`config.mk`:
```
export PLATFORM = sky130hd
export DESIGN_NAME = multi_signal_timer_flat
export DESIGN_NICKNAME = d
export VERILOG_FILES = /design/src/rtl/multi_signal_timer_pkg.sv /design/src/rtl/multi_signal_timer_if.sv /design/src/rtl/multi_signal_timer_channel.sv /design/src/rtl/multi_signal_timer.sv /design/src/flat_wrapper.sv
export SDC_FILE = /design/constraint.sdc
export NUM_CORES = 1
export LEC_CHECK = 0
export BUFFER_PORTS_ARGS = -buffer_cell sky130_fd_sc_hd__buf_4
export CORE_ASPECT_RATIO = 0.75
export CORE_MARGIN = 2
export CORE_UTILIZATION = 40
export DETAILED_ROUTE_END_ITERATION = 10
export PLACE_DENSITY = 0.61
export SETUP_SLACK_MARGIN = 0.15
export SYNTH_ARGS = -nofsm -noshare
export SYNTH_HDL_FRONTEND = slang
export SYNTH_SLANG_ARGS = --single-unit
```
`constraint.sdc`:
```
create_clock -name clock -period 1.9 [get_ports clock]
set_input_delay 0.095 -clock clock [delete_from_list [all_inputs] [get_ports clock]]
set_output_delay 0.095 -clock clock [all_outputs]
set_load 0.05 [all_outputs]
```
`src/rtl/multi_signal_timer_pkg.sv`:
```
`default_nettype none
// ============================================================================
// Module  : multi_signal_timer_pkg
// Purpose : Shared types and default constants for the multi-channel
//           qualified-timeout detector (per-channel FSM state encoding and
//           the default channel count / delay width / trigger level).
// Ports   : none (package)
// Revision: 1.0  initial release
// ============================================================================
package multi_signal_timer_pkg;

    // Per-channel timer state. Encoding is fixed so that state values seen
    // in waveforms are stable across builds.
    typedef enum logic [1:0] {
        ST_IDLE  = 2'b00,   // waiting for sig to reach the trigger level
        ST_COUNT = 2'b01,   // qualifying: counting clocks up to the latched delay
        ST_FIRED = 2'b10    // timeout reached, qualified level asserted
    } state_t;

    // Default configuration shared by the top level and its bus interface.
    localparam int   c_DEF_NCH        = 4;     // number of independent channels
    localparam int   c_DEF_CW         = 4;     // delay / counter width
    localparam logic c_DEF_TRIG_LEVEL = 1'b0;  // sig value that arms a channel

endpackage : multi_signal_timer_pkg
`default_nettype wire

```
`src/rtl/multi_signal_timer_if.sv`:
```
`default_nettype none
// ============================================================================
// Module  : multi_signal_timer_if
// Purpose : Bus bundle between the condition sources / consumer FSMs and the
//           multi-channel timer.
// Signals : enable      [NCH]  per-channel enable (master -> timer)
//           sig         [NCH]  monitored condition lines (master -> timer)
//           delay       [CW]   shared terminal count (master -> timer)
//           clear_flags [NCH]  sticky-flag clear strobes (master -> timer)
//           signal_out  [NCH]  qualified level outputs (timer -> master)
//           fire_pulse  [NCH]  one-cycle firing strobes (timer -> master)
//           busy        [NCH]  channel is counting (timer -> master)
//           fired_flags [NCH]  sticky fired status (timer -> master)
// Revision: 1.0  initial release
// ============================================================================
interface multi_signal_timer_if
    import multi_signal_timer_pkg::*;
#(
    parameter int NCH = c_DEF_NCH,
    parameter int CW  = c_DEF_CW
) ();

    logic [NCH-1:0] enable;
    logic [NCH-1:0] sig;
    logic [CW-1:0]  delay;
    logic [NCH-1:0] clear_flags;
    logic [NCH-1:0] signal_out;
    logic [NCH-1:0] fire_pulse;
    logic [NCH-1:0] busy;
    logic [NCH-1:0] fired_flags;

    // Side that drives the conditions and consumes the qualified results.
    modport master (
        output enable,
        output sig,
        output delay,
        output clear_flags,
        input  signal_out,
        input  fire_pulse,
        input  busy,
        input  fired_flags
    );

    // The timer itself.
    modport slave (
        input  enable,
        input  sig,
        input  delay,
        input  clear_flags,
        output signal_out,
        output fire_pulse,
        output busy,
        output fired_flags
    );

endinterface : multi_signal_timer_if
`default_nettype wire

```
`src/rtl/multi_signal_timer_channel.sv`:
```
`default_nettype none
// ============================================================================
// Module  : signal_timer_channel
// Purpose : One qualified-timeout channel. Arms when i_sig reaches the
//           trigger level, counts the latched delay, then asserts a level
//           output, a one-cycle fire strobe and a sticky fired flag.
// Ports   : clock          clock, all logic on the rising edge
//           reset          asynchronous active-low reset
//           i_enable       channel enable; low returns the channel to idle
//           i_sig          monitored condition (already synchronous)
//           i_delay        terminal count, captured on entry to counting
//           i_clear_flag   clear strobe for the sticky fired flag
//           o_signal_out   qualified level
//           o_fire_pulse   one-cycle strobe per firing event
//           o_busy         high while counting
//           o_fired_flag   sticky fired status
// Revision: 1.0  initial release
// ============================================================================
module signal_timer_channel
    import multi_signal_timer_pkg::*;
#(
    parameter int   CW         = c_DEF_CW,
    parameter logic TRIG_LEVEL = c_DEF_TRIG_LEVEL,
    parameter bit   ABORT_EN   = 1'b1,
    parameter bit   AUTO_REARM = 1'b0
) (
    input  wire logic          clock,
    input  wire logic          reset,
    input  wire logic          i_enable,
    input  wire logic          i_sig,
    input  wire logic [CW-1:0] i_delay,
    input  wire logic          i_clear_flag,
    output logic               o_signal_out,
    output logic               o_fire_pulse,
    output logic               o_busy,
    output logic               o_fired_flag
);

    state_t          r_state;
    state_t          w_state_nxt;
    logic [CW-1:0]   r_count;
    logic [CW-1:0]   w_count_nxt;
    logic [CW-1:0]   r_dly;
    logic [CW-1:0]   w_dly_nxt;
    logic            r_out;
    logic            w_out_nxt;
    logic            r_pulse;
    logic            w_pulse_nxt;
    logic            r_flag;
    logic            w_flag_nxt;
    logic            w_trig;

    assign w_trig = (i_sig == TRIG_LEVEL);

    // ------------------------------------------------------------------
    // State and datapath registers
    // ------------------------------------------------------------------
    always_ff @(posedge clock or negedge reset) begin
        if (!reset) begin
            r_state <= ST_IDLE;
            r_count <= '0;
            r_dly   <= '0;
            r_out   <= 1'b0;
            r_pulse <= 1'b0;
            r_flag  <= 1'b0;
        end else begin
            r_state <= w_state_nxt;
            r_count <= w_count_nxt;
            r_dly   <= w_dly_nxt;
            r_out   <= w_out_nxt;
            r_pulse <= w_pulse_nxt;
            r_flag  <= w_flag_nxt;
        end
    end

    // ------------------------------------------------------------------
    // Next-state / next-output logic
    // ------------------------------------------------------------------
    always_comb begin
        w_state_nxt = r_state;
        w_count_nxt = r_count;
        w_dly_nxt   = r_dly;
        w_out_nxt   = r_out;
        w_pulse_nxt = 1'b0;

        if (!i_enable) begin
            // Disable overrides everything except the sticky flag.
            w_state_nxt = ST_IDLE;
            w_count_nxt = '0;
            w_out_nxt   = 1'b0;
        end else begin
            case (r_state)
                ST_IDLE: begin
                    w_out_nxt = 1'b0;
                    if (w_trig) begin
                        w_state_nxt = ST_COUNT;
                        w_count_nxt = '0;
                        w_dly_nxt   = i_delay;
                    end
                end

                ST_COUNT: begin
                    // Abort is tested before the terminal count so a run
                    // that loses its condition on the last cycle never fires.
                    if (ABORT_EN && !w_trig) begin
                        w_state_nxt = ST_IDLE;
                        w_count_nxt = '0;
                        w_out_nxt   = 1'b0;
                    end else if (r_count == r_dly) begin
                        // Terminal check precedes the increment, so the
                        // counter tops out at r_dly and never wraps.
                        w_state_nxt = ST_FIRED;
                        w_out_nxt   = 1'b1;
                        w_pulse_nxt = 1'b1;
                    end else begin
                        w_count_nxt = r_count + 1'b1;
                    end
                end

                ST_FIRED: begin
                    if (!w_trig) begin
                        w_state_nxt = ST_IDLE;
                        w_count_nxt = '0;
                        w_out_nxt   = 1'b0;
                    end else if (AUTO_REARM) begin
                        // Periodic mode: the level stays high while the
                        // next run counts, giving a pulse every dly+2 clocks.
                        w_state_nxt = ST_COUNT;
                        w_count_nxt = '0;
                        w_dly_nxt   = i_delay;
                    end
                end

                default: begin
                    w_state_nxt = ST_IDLE;
                    w_count_nxt = '0;
                    w_out_nxt   = 1'b0;
                end
            endcase
        end

        // A firing in the same cycle as a clear leaves the flag set.
        w_flag_nxt = w_pulse_nxt | (r_flag & ~i_clear_flag);
    end

    assign o_signal_out = r_out;
    assign o_fire_pulse = r_pulse;
    assign o_busy       = (r_state == ST_COUNT);
    assign o_fired_flag = r_flag;

endmodule : signal_timer_channel
`default_nettype wire

```
`src/rtl/multi_signal_timer.sv`:
```
`default_nettype none
// ============================================================================
// Module  : multi_signal_timer
// Purpose : NCH independent qualified-timeout detectors. Each channel
//           qualifies its own sig line against TRIG_LEVEL for a programmable
//           number of clocks; the shared delay is fanned out to all channels
//           and latched per channel when a run starts.
// Ports   : clock   clock, all logic on the rising edge
//           reset   asynchronous active-low reset
//           bus     multi_signal_timer_if.slave
//                   (enable, sig, delay, clear_flags in;
//                    signal_out, fire_pulse, busy, fired_flags out)
// Revision: 1.0  initial release
// ============================================================================
module multi_signal_timer
    import multi_signal_timer_pkg::*;
#(
    parameter int   NCH        = c_DEF_NCH,
    parameter int   CW         = c_DEF_CW,
    parameter logic TRIG_LEVEL = c_DEF_TRIG_LEVEL,
    parameter bit   ABORT_EN   = 1'b1,
    parameter bit   AUTO_REARM = 1'b0
) (
    input  wire logic           clock,
    input  wire logic           reset,
    multi_signal_timer_if.slave bus
);

    logic [NCH-1:0] w_signal_out;
    logic [NCH-1:0] w_fire_pulse;
    logic [NCH-1:0] w_busy;
    logic [NCH-1:0] w_fired_flags;

    generate
        for (genvar g = 0; g < NCH; g++) begin : g_ch
            signal_timer_channel #(
                .CW         (CW),
                .TRIG_LEVEL (TRIG_LEVEL),
                .ABORT_EN   (ABORT_EN),
                .AUTO_REARM (AUTO_REARM)
            ) u_channel (
                .clock        (clock),
                .reset        (reset),
                .i_enable     (bus.enable[g]),
                .i_sig        (bus.sig[g]),
                .i_delay      (bus.delay),
                .i_clear_flag (bus.clear_flags[g]),
                .o_signal_out (w_signal_out[g]),
                .o_fire_pulse (w_fire_pulse[g]),
                .o_busy       (w_busy[g]),
                .o_fired_flag (w_fired_flags[g])
            );
        end
    endgenerate

    assign bus.signal_out  = w_signal_out;
    assign bus.fire_pulse  = w_fire_pulse;
    assign bus.busy        = w_busy;
    assign bus.fired_flags = w_fired_flags;

endmodule : multi_signal_timer
`default_nettype wire

```
`src/flat_wrapper.sv`:
```
// flat-port wrapper written by rule: the top's interface ports become plain ports
module multi_signal_timer_flat import multi_signal_timer_pkg::*;
#(
    parameter int   NCH        = c_DEF_NCH,
    parameter int   CW         = c_DEF_CW,
    parameter logic TRIG_LEVEL = c_DEF_TRIG_LEVEL,
    parameter bit   ABORT_EN   = 1'b1,
    parameter bit   AUTO_REARM = 1'b0
)
  (clock, reset, bus_enable, bus_sig, bus_delay, bus_clear_flags, bus_signal_out, bus_fire_pulse, bus_busy, bus_fired_flags);
  multi_signal_timer_if #(.NCH(NCH), .CW(CW)) bus_i ();
  input  wire logic clock;
  input  wire logic reset;
  input wire logic [$bits(bus_i.enable)-1:0] bus_enable;
  input wire logic [$bits(bus_i.sig)-1:0] bus_sig;
  input wire logic [$bits(bus_i.delay)-1:0] bus_delay;
  input wire logic [$bits(bus_i.clear_flags)-1:0] bus_clear_flags;
  output wire logic [$bits(bus_i.signal_out)-1:0] bus_signal_out;
  output wire logic [$bits(bus_i.fire_pulse)-1:0] bus_fire_pulse;
  output wire logic [$bits(bus_i.busy)-1:0] bus_busy;
  output wire logic [$bits(bus_i.fired_flags)-1:0] bus_fired_flags;
  assign bus_i.enable = bus_enable;
  assign bus_i.sig = bus_sig;
  assign bus_i.delay = bus_delay;
  assign bus_i.clear_flags = bus_clear_flags;
  assign bus_signal_out = bus_i.signal_out;
  assign bus_fire_pulse = bus_i.fire_pulse;
  assign bus_busy = bus_i.busy;
  assign bus_fired_flags = bus_i.fired_flags;
  multi_signal_timer #(.NCH(NCH), .CW(CW), .TRIG_LEVEL(TRIG_LEVEL), .ABORT_EN(ABORT_EN), .AUTO_REARM(AUTO_REARM)) u_core (.clock(clock), .reset(reset), .bus(bus_i));
endmodule
```
# Word-level counts from Yosys, hierarchy flattened
# Index checks and enable logic that the tools add are counted.
# totals
in_bits,18
wordCells,176
reg_bits,52
# classes
eq_ne,28
n_bitwise,16
addsub,4
reduce_logical,20
mux,84
# op_table
operator,count
4-bit 2-to-1 mux,20
4-bit one-hot mux with 3 select lines,4
2-bit 2-to-1 mux,20
3-bit AND reduction,12
1-bit 2-to-1 mux,32
"3-bit inequality test, second input constant",8
2-bit one-hot mux with 3 select lines,4
"4-bit by 1-bit adder with 4-bit output, second input constant",4
4-bit == test,4
"4-bit by 3-bit inequality test with 1-bit output, second input constant",4
"4-bit inequality test, second input constant",4
"2-bit by 1-bit == test with 1-bit output, second input constant",4
"2-bit == test, second input constant",4
2-bit zero test,4
1-bit NOT,8
1-bit one-hot mux with 2 select lines,4
2-bit AND reduction,4
1-bit bitwise AND,4
1-bit OR,4

# Depth between registers and ports, before layout
# logic_depth
ltp_word,6
mapped_depth,4
depth_no_buf,4

# Cells and area by module
# A second synthesis with hierarchy kept.
# unflattened
cells_unflattened,212
area_unflattened_um2,2507.4
# modules_own_cells
module,n_inst,seq_area_each_um2,cells_per_inst,area_per_inst_um2
signal_timer_channel,4,325.3,53,626.9

# Least setup slack after synthesis
# OpenSTA, ideal clock, no wires.
# synth_path
path_type,register to register
from,reg u_core.g_ch[0].u_channel.r_count[0]
to,reg u_core.g_ch[0].u_channel.r_count[0]
path_slack_ps,447
t_required_ps,1775
path_stages_with_launch,5
t_arrival_ps,1328
path_buffers,0
path_cell_list,dfrtp_1 > xor2_1 > nor4_4 > nor2_1 > mux2_2
# synth_between
elab_chain_cells,5
# synth_lines
item,line_no,source
from (decl),multi_signal_timer_channel.sv:41,logic [CW-1:0] r_count;
from (signal assigned),multi_signal_timer_channel.sv:68,r_count <= w_count_nxt;
4-bit by 1-bit adder with 4-bit output,multi_signal_timer_channel.sv:116,w_count_nxt = r_count + 1'b1;
4-bit 2-to-1 mux,multi_signal_timer_channel.sv:109,end else if (r_count == r_dly) begin
4-bit 2-to-1 mux,multi_signal_timer_channel.sv:105,if (ABORT_EN && !w_trig) begin
4-bit one-hot mux with 3 select lines,multi_signal_timer_channel.sv:92,case (r_state)
4-bit 2-to-1 mux,multi_signal_timer_channel.sv:86,if (!i_enable) begin
# Several ways; a longest one is shown, not always the timed one. The select of a mux whose other input is x is not followed.
# A chain may end at the register's enable or synchronous reset.

# Worst setup path after layout
# layout_path
from,reg u_core.g_ch[2].u_channel.r_count[0]
to,reg u_core.g_ch[2].u_channel.r_count[1]
# layout_between
elab_chain_cells,5
# layout_lines
item,line_no
from (decl),multi_signal_timer_channel.sv:41
from (signal assigned),multi_signal_timer_channel.sv:68
4-bit by 1-bit adder with 4-bit output,multi_signal_timer_channel.sv:116
4-bit 2-to-1 mux,multi_signal_timer_channel.sv:109
4-bit 2-to-1 mux,multi_signal_timer_channel.sv:105
4-bit one-hot mux with 3 select lines,multi_signal_timer_channel.sv:92
4-bit 2-to-1 mux,multi_signal_timer_channel.sv:86
# Several ways; a longest one is shown, not always the timed one. The select of a mux whose other input is x is not followed.

==> flow_metrics.py <==
metrics = {
    "timing": {
        "fin_skew_ns": 0.00859,
        "finalSetupViolCount": 0,
        "setup_ws_ns": 0.306,
        "drv_slew": 0,
        "tightest_slew_ns": 0.645,
        "rsz0062_at_grt": "false",
        "slew_headroom_pct": 57.0,
        "finalCriticalPeriod_ns": 1.59,
        "final-hold-violation-count": 0,
        "fmax_ghz": 0.628,
        "tns_ns": 0,
        "post-route-period-util_pct": 83.9,
    },
    "setup_path": {
        "worst_ep_arrival_time_ns": 1.82,
        "cp_cell_sequence": "xor2_1 -> nor4_4 -> a21oi_1 -> o22ai_1",
        "cp-start-kind": "flip-flop",
        "cpPeakStageDelay_ns": 0.51,
        "cp.depth": 4,
        "path_max_fanout": 10,
        "ff2ff_path_depth": 4,
        "slowest_stage": "nor4_4",
        "end_kind": "flip-flop",
        "cp.buffers_inverters": 0,
        "worstSetupPathType": "flip-flop to flip-flop",
        "crit_family": "simple AND/OR/NAND/NOR gates",
        "cp_data_required_time_ns": 2.12,
    },
    "power_and_ir_drop": {
        "leakage_nw": 1.45,
        "p_clk_share_pct": 28.0,
        "p_switching_uw": 660,
        "power_frac_seq_pct": 54.0,
        "combPwrFrac_pct": 18.0,
        "switching_share_pct": 28.2,
        "p_int_mw": 1.68,
        "powerDensity_nw_per_um2": 774,
        "vdd_drop_max_mv": 0.311,
    },
    "cts": {
        "htree_levels": 2,
        "cts_buffers": 5,
        "clk_latency_ns": 0.30,
        "cts_root_buf": "clkbuf_8",
        "clk_path_buf_depth": 2,
        "post-cts-setup-buffer-count": 0,
        "path_clk_slew_ns": 0.10,
        "cts_sinks": 52,
        "tritoncts": "done",
    },
    "global_route": {
        "grt_max_degree": 53,
        "grt_pass1_vias": 1663,
        "grt_overflow_total": 0,
        "grt_pass1_wl_mm": 7.71,
        "grt_usage_pct": 13.0,
        "grt_antenna_before_repair": 0,
    },
    "cells_and_area": {
        "area_delta_synth_final_pct": 13.1,
        "diodes": 0,
        "fin_nets": 283,
        "drive_gt1_share_pct": 26.3,
        "design_area_um2": 3020,
    },
    "routing": {
        "post-route-drc-count": 0,
        "viasPerCell": 4.94,
        "drt_iter0_markers": 55,
        "vias": 1694,
        "wl_per_cell_um": 12.7,
        "routed_wl_mm": 4.37,
        "ant_nets": 0,
        "firstDrtPassIters": 4,
    },
    "hold_path": {
        "holdPathStages": 2,
        "hold_class": "input port to flip-flop",
    },
    "floorplan": {
        "coreArea_um2": 6380,
        "dieWidth_um": 98.3,
        "start_util_pct": 41.8,
        "core.rowCount": 25,
        "dieArea_um2": 7350,
        "die_h_um": 74.8,
        "io_pins": 34,
    },
    "yosys": {
        "synth_top_area_share_pct": 48.7,
        "yosys_register_bits": 52,
        "syn_area_per_cell_um2": 11.4,
        "yosysMostFrequentCell": "dfrtp_1",
        "synth_cells": 235,
        "syn_nets": 257,
        "ys_top_cells_by_area": "dfrtp_1 (49%), mux2_2 (7.2%), xor2_1 (5.2%)",
        "synth_edf_count": 0,
        "synth-async-reset-ratio_pct": 100,
        "ys.flop_type": "dfrtp_1",
        "synth.distinct_cells": 41,
        "ys_top_cells_by_count": "dfrtp_1 (52), mux2_2 (17), buf_4 (16), xor2_1 (16), inv_1 (13)",
        "ys_seq_area_share_pct": 48.7,
        "yosysWarnings": 0,
        "yosys.area.top_type": "dfrtp_1",
        "netlist_area_um2": 2670,
    },
    "placement": {
        "dp_worst_setup_slack_ns": 0.275,
        "dp_hpwl_mm": 3.19,
        "gp_congestion": 0.736,
        "place_area_um2": 2910,
        "portBuffers": 33,
    },
    "run": {
        "max_cap_viol_count": 0,
    },
    "run_status": {
        "status": "finished clean",
    },
}
[final cells by class]
class / instances / area [µm²]
inverters: 13 / 48.8
clock buffers: 7 / 86.3
fillers: 606 / 3360
well taps: 81 / 101
repair buffers: 35 / 265
flip-flops and latches: 52 / 1300
multi-input cells: 154 / 1210
clock inverters: 1 / 7.51
[flip-flops by register name (all words and copies together), names as in the netlist]
name,cells
u_core.g_ch.u_channel.r_count,16
u_core.g_ch.u_channel.r_dly,16
u_core.g_ch.u_channel.r_state,8
u_core.g_ch.u_channel.o_fire_pulse,4
u_core.g_ch.u_channel.o_fired_flag,4
u_core.g_ch.u_channel.o_signal_out,4
[cell usage in the layout (no fill, tap or decap), types with 7 or more instances in the layout]
cell type,count
inv_1,13
a21oi_1,10
nor2b_1,7
buf_4,34
mux2_2,17
nand3_1,9
nand2b_1,10
dfrtp_1,52
xor2_1,16
nand2_1,9
[metrics by stage]
step | instances | utilization (%) | power [mW] | hold WS [ns]
after floorplan | 235 | - | 1.59 | -0.201
after global placement | 334 | 45.5 | 1.69 | 0.173
after detailed placement | 334 | 45.5 | 1.70 | 0.174
after CTS | 343 | 47.2 | 2.37 | 0.0507
after global routing | 343 | 47.3 | 2.47 | 0.0461
final | 343 | 47.3 | 2.34 | 0.0660
[power groups by stage]
stage                     Combinational (mW)  Sequential, mW  Clock (mW)
after CTS                              0.419            1.26       0.685
after global routing                   0.468            1.28       0.727
after global placement                 0.407            1.28           0
final                                  0.422            1.26       0.655
after detailed placement               0.416            1.29           0
after floorplan                        0.318            1.27           0
[metal layers]
metal / GRT usage, % / up-vias / wire [µm] / share of wire [%]
li1: - / 858 / - / -
met2: 19.4 / 32 / 1830 / 42
met5: 0 / - / 0 / 0
met3: 3.99 / 4 / 221 / 5.1
met1: 19.0 / 800 / 2300 / 53
met4: 2.74 / 0 / 23 / 0.53
[logic make-up (layout without fill, tap and decap cells)]
kind of cell / count (synthesis) / in the layout / synth area share (%)
AO/OA/AOI/OAI: 37 / 37 / 9.56
XOR/XNOR: 20 / 20 / 6.56
adder cells (fa/ha/maj): 4 / 4 / 1.87
buffers and inverters: 29 / 56 / 6.33
flip-flops: 52 / 52 / 48.7
multiplexers: 20 / 20 / 8.29
AND/OR/NAND/NOR: 73 / 73 / 18.7
[worst paths after layout]
path / startpoint / endpoint / slack, ns
max: u_core.g_ch[2].u_channel.r_count[0]$_DFFE_PN0P_ / u_core.g_ch[2].u_channel.r_count[1]$_DFFE_PN0P_ / 0.31
min: bus_delay[2] / u_core.g_ch[0].u_channel.r_dly[2]$_DFFE_PN0P_ / 0.07
max reg2reg: u_core.g_ch[2].u_channel.r_count[0]$_DFFE_PN0P_ / u_core.g_ch[2].u_channel.r_count[1]$_DFFE_PN0P_ / 0.31
min reg2reg: u_core.g_ch[1].u_channel.o_fired_flag$_DFF_PN0_ / u_core.g_ch[1].u_channel.o_fired_flag$_DFF_PN0_ / 0.49
max in group asynchronous: reset / u_core.g_ch[3].u_channel.r_count[3]$_DFFE_PN0P_ / 1.11
min in group asynchronous: reset / u_core.g_ch[2].u_channel.o_fire_pulse$_DFF_PN0_ / 0.36
[repair_timing]
| item | CTS | global route |
|---|---|---|
| setup endpoints to repair | 0 | 2 |
| gates resized for setup | 0 | 1 |
| hold buffers | 1 | 0 |
| hold endpoints to repair | 52 | 0 |
Note: power is estimated with default switching activity, not from simulation.
